===== src/rtl/input_buf_ctrl.sv =====
// input_buf_ctrl: ping-pong address/enable controller for the per-row input
// memories of the systolic array. One bank is filled row by row while the
// other is drained with a diagonal skew (lane i lags lane 0 by i cycles).
//
// Handshake: wr_start and rd_start are single-cycle requests sampled on the
// rising edge. An accepted request starts its FSM; a rejected one changes
// no state and raises err for one cycle on the following cycle. wr_valid
// carries one row per cycle and is counted only while filling.
module input_buf_ctrl #(
  parameter int SYS_ROW = 16,
  parameter int DEPTH   = 256,
  parameter int ADDR_W  = $clog2(DEPTH),
  parameter int CNT_W   = $clog2(DEPTH) + 1
) (
  input  logic              clk,
  input  logic              rst,
  input  logic              wr_start,
  input  logic              wr_valid,
  input  logic              rd_start,
  input  logic [CNT_W-1:0]  num_row,
  output logic [SYS_ROW-1:0] wr_en,
  output logic [ADDR_W-1:0] wr_addr [0:SYS_ROW-1],
  output logic              wr_bank,
  output logic [SYS_ROW-1:0] rd_en,
  output logic [ADDR_W-1:0] rd_addr [0:SYS_ROW-1],
  output logic              rd_bank,
  output logic              wr_done,
  output logic              rd_done,
  output logic              full,
  output logic              err,
  output logic [0:0]        wr_state,
  output logic [0:0]        rd_state
);

  // Time index wide enough for m + SYS_ROW - 2.
  localparam int T_W = CNT_W + $clog2(SYS_ROW) + 1;

  localparam logic [0:0] W_IDLE  = 1'b0;
  localparam logic [0:0] W_FILL  = 1'b1;
  localparam logic [0:0] R_IDLE  = 1'b0;
  localparam logic [0:0] R_DRAIN = 1'b1;

  // Bank bookkeeping
  logic [1:0]       valid;
  logic [1:0]       valid_nxt;
  logic [CNT_W-1:0] rows [0:1];
  logic             wr_ptr;
  logic             rd_ptr;

  // Write side
  logic [0:0]       w_state;
  logic [CNT_W-1:0] wr_cnt;
  logic [CNT_W-1:0] wr_n;
  logic             wr_last;   // last row issued, commit on next edge
  logic             wr_accept;
  logic             wr_reject;
  logic             wr_row;
  logic             wr_commit;
  logic [CNT_W-1:0] n_clamp;

  // Read side
  logic [0:0]       r_state;
  logic [T_W-1:0]   t;
  logic [T_W-1:0]   t_end;
  logic [T_W-1:0]   t_nxt;
  logic [CNT_W-1:0] rd_m;
  logic [CNT_W-1:0] m_nxt;
  logic             rd_accept;
  logic             rd_reject;
  logic             rd_finish;
  logic             rd_active_nxt;
  logic [SYS_ROW-1:0] lane_en_nxt;
  logic [ADDR_W-1:0]  lane_addr_nxt [0:SYS_ROW-1];

  assign wr_bank  = wr_ptr;
  assign rd_bank  = rd_ptr;
  assign wr_state = w_state;
  assign rd_state = r_state;

  // Write-side decisions, all based on registered valid flags
  always_comb begin
    n_clamp   = (num_row > CNT_W'(DEPTH)) ? CNT_W'(DEPTH) : num_row;
    wr_accept = (w_state == W_IDLE) && wr_start && !valid[wr_ptr] &&
                (num_row != '0);
    wr_reject = wr_start && !wr_accept;
    wr_row    = (w_state == W_FILL) && !wr_last && wr_valid;
    wr_commit = (w_state == W_FILL) && wr_last;
  end

  // Read-side decisions and the time index / row count for the next cycle
  always_comb begin
    rd_accept     = (r_state == R_IDLE) && rd_start && valid[rd_ptr];
    rd_reject     = rd_start && !rd_accept;
    rd_finish     = (r_state == R_DRAIN) && (t == t_end);
    rd_active_nxt = rd_accept || ((r_state == R_DRAIN) && !rd_finish);
    t_nxt         = '0;
    m_nxt         = rd_m;
    if (rd_accept) begin
      t_nxt = '0;
      m_nxt = rows[rd_ptr];
    end else if ((r_state == R_DRAIN) && !rd_finish) begin
      t_nxt = t + 1'b1;
    end
  end

  // Skewed lane enables/addresses for the upcoming cycle
  always_comb begin
    lane_en_nxt = '0;
    for (int i = 0; i < SYS_ROW; i++) begin
      lane_addr_nxt[i] = '0;
      if (rd_active_nxt && (t_nxt >= T_W'(i)) &&
          (t_nxt < T_W'(i) + T_W'(m_nxt))) begin
        lane_en_nxt[i]   = 1'b1;
        lane_addr_nxt[i] = ADDR_W'(t_nxt - T_W'(i));
      end
    end
  end

  // Next valid flags: write commit and drain finish always target
  // opposite banks, so set and clear never collide.
  always_comb begin
    valid_nxt = valid;
    if (wr_commit) valid_nxt[wr_ptr] = 1'b1;
    if (rd_finish) valid_nxt[rd_ptr] = 1'b0;
  end

  // Write FSM: count rows into the current write bank, then hand it over
  always_ff @(posedge clk or posedge rst) begin
    if (rst) begin
      w_state <= W_IDLE;
      wr_cnt  <= '0;
      wr_n    <= '0;
      wr_last <= 1'b0;
      wr_ptr  <= 1'b0;
      wr_en   <= '0;
      wr_done <= 1'b0;
      for (int i = 0; i < SYS_ROW; i++) wr_addr[i] <= '0;
    end else begin
      wr_done <= wr_commit;
      wr_en   <= {SYS_ROW{wr_row}};
      for (int i = 0; i < SYS_ROW; i++)
        wr_addr[i] <= wr_row ? wr_cnt[ADDR_W-1:0] : '0;
      case (w_state)
        W_IDLE: begin
          if (wr_accept) begin
            w_state <= W_FILL;
            wr_cnt  <= '0;
            wr_n    <= n_clamp;
            wr_last <= 1'b0;
          end
        end
        W_FILL: begin
          if (wr_last) begin
            w_state <= W_IDLE;
            wr_last <= 1'b0;
            wr_cnt  <= '0;
            wr_ptr  <= ~wr_ptr;
          end else if (wr_valid) begin
            wr_cnt <= wr_cnt + 1'b1;
            if (wr_cnt == wr_n - 1'b1) wr_last <= 1'b1;
          end
        end
        default: w_state <= W_IDLE;
      endcase
    end
  end

  // Read FSM: walk t from 0 to m+SYS_ROW-2, driving the skewed lanes
  always_ff @(posedge clk or posedge rst) begin
    if (rst) begin
      r_state <= R_IDLE;
      t       <= '0;
      t_end   <= '0;
      rd_m    <= '0;
      rd_ptr  <= 1'b0;
      rd_en   <= '0;
      rd_done <= 1'b0;
      for (int i = 0; i < SYS_ROW; i++) rd_addr[i] <= '0;
    end else begin
      rd_done <= rd_finish;
      rd_en   <= lane_en_nxt;
      for (int i = 0; i < SYS_ROW; i++) rd_addr[i] <= lane_addr_nxt[i];
      t       <= t_nxt;
      rd_m    <= m_nxt;
      case (r_state)
        R_IDLE: begin
          if (rd_accept) begin
            r_state <= R_DRAIN;
            t_end   <= T_W'(rows[rd_ptr]) + T_W'(SYS_ROW - 2);
          end
        end
        R_DRAIN: begin
          if (rd_finish) begin
            r_state <= R_IDLE;
            rd_ptr  <= ~rd_ptr;
          end
        end
        default: r_state <= R_IDLE;
      endcase
    end
  end

  // Bank flags, stored row counts, full and error pulse
  always_ff @(posedge clk or posedge rst) begin
    if (rst) begin
      valid   <= '0;
      rows[0] <= '0;
      rows[1] <= '0;
      full    <= 1'b0;
      err     <= 1'b0;
    end else begin
      valid <= valid_nxt;
      full  <= &valid_nxt;
      err   <= wr_reject || rd_reject;
      if (wr_commit) rows[wr_ptr] <= wr_n;
    end
  end

endmodule


===== config.mk =====
export PLATFORM = sky130hd
export DESIGN_NAME = input_buf_ctrl
export DESIGN_NICKNAME = d
export VERILOG_FILES = /design/src/rtl/input_buf_ctrl.sv
export SDC_FILE = /design/constraint.sdc
export NUM_CORES = 1
export LEC_CHECK = 0
export BUFFER_PORTS_ARGS = -buffer_cell sky130_fd_sc_hd__buf_2
export CAP_MARGIN = 20
export CELL_PAD_IN_SITES_DETAIL_PLACEMENT = 0
export CELL_PAD_IN_SITES_GLOBAL_PLACEMENT = 1
export CORE_MARGIN = 1.5
export CORE_UTILIZATION = 47
export CTS_BUF_LIST = sky130_fd_sc_hd__clkbuf_4 sky130_fd_sc_hd__clkbuf_8
export CTS_CLUSTER_DIAMETER = 30
export DETAILED_ROUTE_END_ITERATION = 6
export HOLD_SLACK_MARGIN = 0.02
export PLACE_DENSITY = 0.95
export RECOVER_POWER = 100
export SLEW_MARGIN = 5
export SYNTH_ARGS = -nofsm -noshare
export SYNTH_HDL_FRONTEND = slang
export SYNTH_SLANG_ARGS = --single-unit

===== constraint.sdc =====
create_clock -name clk -period 17.2 [get_ports clk]
set_clock_uncertainty 0.15 [all_clocks]
set_input_delay 3.44 -clock clk [delete_from_list [all_inputs] [get_ports clk]]
set_output_delay 3.44 -clock clk [all_outputs]
set_load 0.01 [all_outputs]

======== After elaboration in Yosys (flattened, before gate mapping) ========
Cells that the tools add are included.
cells by class
  $add $sub $neg .......................... 34
  $lt $le $gt $ge ......................... 40
  eq/ne operators ......................... 4
  muxes and demuxes ....................... 68
  bitwise operators ....................... 9
  reduce and logical (&&, ||, !) cells .... 61
operators by type and width
  kind                                                                 number
  less-than comparator 14 x 10 -> 1 bit                                15
  2-to-1 mux 8 bit                                                     17
  greater-or-equal comparator 14 x 4 -> 1 bit (second input constant)  8
  2-to-1 mux 9 bit                                                     9
  adder 4 x 9 -> 10 bit (first input constant)                         8
  subtractor 8 x 4 -> 8 bit (second input constant)                    8
  greater-or-equal comparator 14 x 3 -> 1 bit (second input constant)  4
  logical AND 1 bit                                                    47
  adder 3 x 9 -> 10 bit (first input constant)                         4
  subtractor 8 x 3 -> 8 bit (second input constant)                    4
  2-to-1 mux 1 bit                                                     30
  greater-or-equal comparator 14 x 1 -> 1 bit (second input constant)  2
  greater-or-equal comparator 14 x 2 -> 1 bit (second input constant)  2
  2-to-1 mux 14 bit                                                    2
  adder 2 x 9 -> 10 bit (first input constant)                         2
  bitwise mux 18 bit                                                   1
  one-hot mux 9 bit (2 select lines)                                   1
  subtractor 8 x 2 -> 8 bit (second input constant)                    2
  adder 14 x 1 -> 14 bit (second input constant)                       1
  == test 14 bit                                                       1
  less-than comparator 14 x 9 -> 1 bit                                 1
  AND reduction 2 bit                                                  6
  adder 1 x 9 -> 10 bit (first input constant)                         1
  adder 9 x 4 -> 10 bit (second input constant)                        1
  other kinds (23)                                                     39
storage, ports and cells
  register bits ........................... 237
  input bits .............................. 14
  logic and storage cells ................. 252

======== Longest topological paths before layout ========
  depth in word-level cells ............... 10
  mapped depth ............................ 21

======== Least setup slack after synthesis ========
Ideal clock, no wire load.
  kind .................................... input port to flip-flop
  from .................................... input rd_start
  to ...................................... register rd_addr[35] (netlist bit)
  setup time .............................. 0.076 ns
  data arrival time ....................... 6.940 ns
  required time ........................... 16.974 ns
  setup slack ............................. 10.034 ns
  stages on the path ...................... 16
  path buffers ............................ 2
  path through ............................ nor2b_1 > nand2_1 > buf_2 > a21oi_2 > inv_2 > ha_1 > clkbuf_1 > a31oi_1 > nor2_1 > xnor2_1 > ha_1 > a21o_1 > a21o_1 > a2111oi_0 > o211ai_2 > nor2_1
RTL lines
  element          RTL line  text
  start, declared  19        input logic rd_start,
  end, declared    25        output logic [ADDR_W-1:0] rd_addr [0:SYS_ROW-1],

==> run summary <==
The flow ran to the end, but the final reports show violations. The final reports fail on capacitance limit, slew limit. For this design the total switching power over the nets is 1.19 mW. The worst setup slack for register-to-register paths is 9730 ps. The part of the total power dissipated in the clock network came out at 19.6%.

After synthesis, the netlist uses 76 different library cells. dfrtp_1 takes more of the synthesized area than any other cell. The cell-internal power is 1.39 mW. The DRC marker count from the first detailed-route iteration is 919. The transition time at the pin with the least slew margin came out at 4210 ps. Yosys printed 0 warnings. The number of global-route vias before repair came out at 12199.

Setup repair after global routing left no endpoint under its margin. The total of max-cap violations came out at 8. Registers are responsible for 28.5% of the overall power. The most common library cell in the layout ignoring fill and taps is clkbuf_1.

The post-detailed-route wirelength per cell came out at 19.0 microns. The worst path uses 54.7% of the clock period. The layout cell share with drive strength beyond 1 is 6.79%. Counting flops with an async set or reset pin after synthesis yields a share of 100%. The height of the chip is 185 microns. The number of hold buffers added after CTS came out at 0. In the global route stage, overall resource usage came out at 25.1%. In this run the remaining antenna-violating nets after routing total 0.

The number of buffers added on ports is 309. Once the floorplan was initialized, standard cells occupied 47.7% of the core. Combinational logic burns 51.9% of the power. The area of the die is 34100 sq um.

STA classifies the critical path startpoint as a primary input. The number of failing hold endpoints at the final stage was 0. For this run, the leading register cell type out of synthesis is dfrtp_1.

The number of synthesized flops with an enable pin is 0. The worst path arrival time came out at 9690 ps. The number of gates resized after CTS came out at 0. For this run, the register share of the synthesized area comes to 37.6%. The worst setup path is of the in2reg kind. The layout overhead on the synthesized area came out at 8.57%. The pin count of the biggest net entering global routing is 100. Walking the worst path, the cells encountered are clkbuf_1, nand2b_2, nor2_1, nor2_1, a21oi_1, clkbuf_1, inv_1, nor4_1, nand2_1, xnor2_1, ha_1, nor2b_1, o21ai_0, o21ai_0, nor3_1, o211ai_1, nor2_1. In this run the number of H-tree levels came out at 2. The stage delay of the slowest cell on the critical path is 1040 ps. The final antenna diode count is 0.

The path category of the worst min-delay check is reg2reg. The net count reported at finish came out at 1980. The die width came out at 185 microns. The clock latency at the later pin of the worst-skew pair is 540 ps. Measured against its own limit, the worst slew margin works out to -182%. TritonCTS built the clock tree. The critical path data required time is 17480 ps.

The worst vdd rail ir drop is 0.0812 mV. The buffer depth of the longest clock path is 3. The synthesized netlist net count is 1805.

The count of pins on the block boundary came out at 310. The synthesized design devotes to its leading area cell type 37.6% of total area. Across all setup checks in the final design, the least slack found is 7790 ps. The overall routed net length is 43.3 mm.

STA classifies the critical path endpoint as a register. The mean cell area of the mapped netlist came out at 9.47 sq um. Summing all placed instances gives a cell area of 16500 sq um. The overflow left after global routing is 0. Across all layers, the routed design uses 12516 vias. Of the total power, the share spent switching nets is 46.3%. The post-route cell area is 16800 sq um. The floorplan has 66 rows.

The buffer count from post-CTS setup fixing came out at 0. The clock sink total is 233. The leakage component of the power came out at 8.10 nW. In this run the power density over the cells is 153 nW/um^2.

The wire length of the first global-routing pass came out at 67.2 mm. The root buffer cell chosen for the clock tree is clkbuf_8. The cell with the most instances on the worst path is nor2_1.

The initial antenna violation count came to 0. Setup violations remaining at the end of the flow were counted as 0. The post-synthesis sequential element count is 233.

The standard cell core area is 32500 sq um. Sorting the synthesized cells by area gives the leading types as dfrtp_1 38%, ha_1 12%, xnor2_1 9.5%. The maximum fanout along the worst path came out at 15.

Leaving out fill and tap cells, the most frequent cells in the layout are 312 x clkbuf_1, 233 x dfrtp_1, 177 x nor2_1. In the final timing run, aggregate negative setup slack is 0 ps. In this run the cell area of the synthesized design comes to 15500 sq um. The cell class contributing the biggest share of worst-path delay is simple AND/OR/NAND/NOR gates. The number of CTS-inserted buffers is 38. After legalization and detailed placement, the total HPWL measured 30.8 mm. The weighted congestion reported at the end of routability-driven placement came out at 0.923. The clock-pin slew on the worst setup and hold paths is 70 ps. After detailed routing, the number of remaining DRC violations is 0.

The cell type of the slowest stage on the worst timing path is nor4_1. The first detailed-routing pass ran for 6 iterations. The post-route core utilization came out at 51.8%. The average vias per placed instance came out at 5.48.

The instance count of the mapped netlist came out at 1639. The worst setup timing slack at the placement stage came out at 8590 ps. The worst path buffer plus inverter count came out at 3. The count of final max-slew check failures came out at 236.

The timing-limited maximum frequency is 106 MHz. The minimum period implied by the final worst setup slack is 9410 ps.
==> worst reg2reg max path: cells and delay by family, from the launching register on <==
family,cells,cell delay [ps]
AOI/OAI and AO/OA,4,1030
DFF,1,900
buffers and inverters,2,1340
xor gates and xnor gates,1,270
and+or+nand+nor,7,3050
adders and majority gates,1,290
muxes,1,340
==> per-layer routing <==
metal	track usage (%)	vias up	wire length [microns]
met5	0	-	0
met4	8.68	0	1330
met3	3.18	108	3160
met2	41.1	499	20200
met1	34.2	6069	18600
li1	-	5840	-
==> path summary, 6_finish.rpt <==
check / startpoint / endpoint / cells past startpoint
setup / recovery: rd_start / rd_addr[5] / 17
hold / removal: rows[9] / rows[9] / 2
setup reg to reg: rd_bank / rd_addr[5] / 16
hold reg to reg: rows[9] / rows[9] / 2
max in group asynchronous: rst / rd_addr[98] / 4
min in group asynchronous: rst / rd_addr[120] / 2
==> synthesized netlist by cell type (10+ instances only) <==
cell type,instances
buf_4,139
nor2b_1,17
a31oi_1,10
nor3_1,52
mux2_2,14
o21ai_0,58
and2_1,13
xor2_1,30
inv_1,58
xnor2_1,168
clkbuf_1,30
nand3_1,31
dfrtp_1,233
a21oi_1,70
nor2_1,177
a21o_1,46
ha_1,152
buf_2,23
nand2b_1,20
nand4_1,23
nand2_1,114
==> registers in the layout (all words and copies together), names as in the netlist <==
signal and count:
wr_en 1, full 1, rows 18, rd_en 16
rd_bank 1, rd_m 9, wr_addr 8, rd_done 1
wr_state 1, wr_bank 1, valid 2, t_end 10
wr_done 1, err 1, wr_last 1, rd_state 1
t 14, wr_n 9, rd_addr 128, wr_cnt 9
==> through the flow <==
stage / power (mW) / hold slack (ps) / cells
global placement: 2.05 / 308 / 2214
floorplan: 1.74 / 292 / 1639
CTS: 2.60 / 331 / 2282
detailed placement: 2.09 / 316 / 2214
global route: 2.75 / 367 / 2284
finish: 2.58 / 331 / 2284
==> cell type report <==
cell class | count | area, sq um
timing repair buffer | 331 | 1290
inverter | 68 | 256
multi-input combinational | 1142 | 8100
clock buffer | 54 | 706
fill | 3100 | 15700
tap | 442 | 553
sequential | 233 | 5830
clock inverter | 14 | 109
==> power by group through the flow <==
stage,clock network [mW],registers [mW],logic (mW)
after CTS,0.510,0.731,1.36
after global routing,0.536,0.749,1.47
after detailed placement,0,0.740,1.35
final,0.504,0.735,1.34
after global placement,0,0.735,1.32
after floorplan,0,0.721,1.02
==> logic make-up after synthesis <==
| group | synth area share, % |
|---|---|
| simple gates | 14.9 |
| compound gates | 12.4 |
| xor+xnor | 11.2 |
| fa+ha+maj | 12.3 |
| mux | 1.69 |
| buf+inv | 9.98 |
| flops | 37.6 |
(Power assumes the default switching activity.)
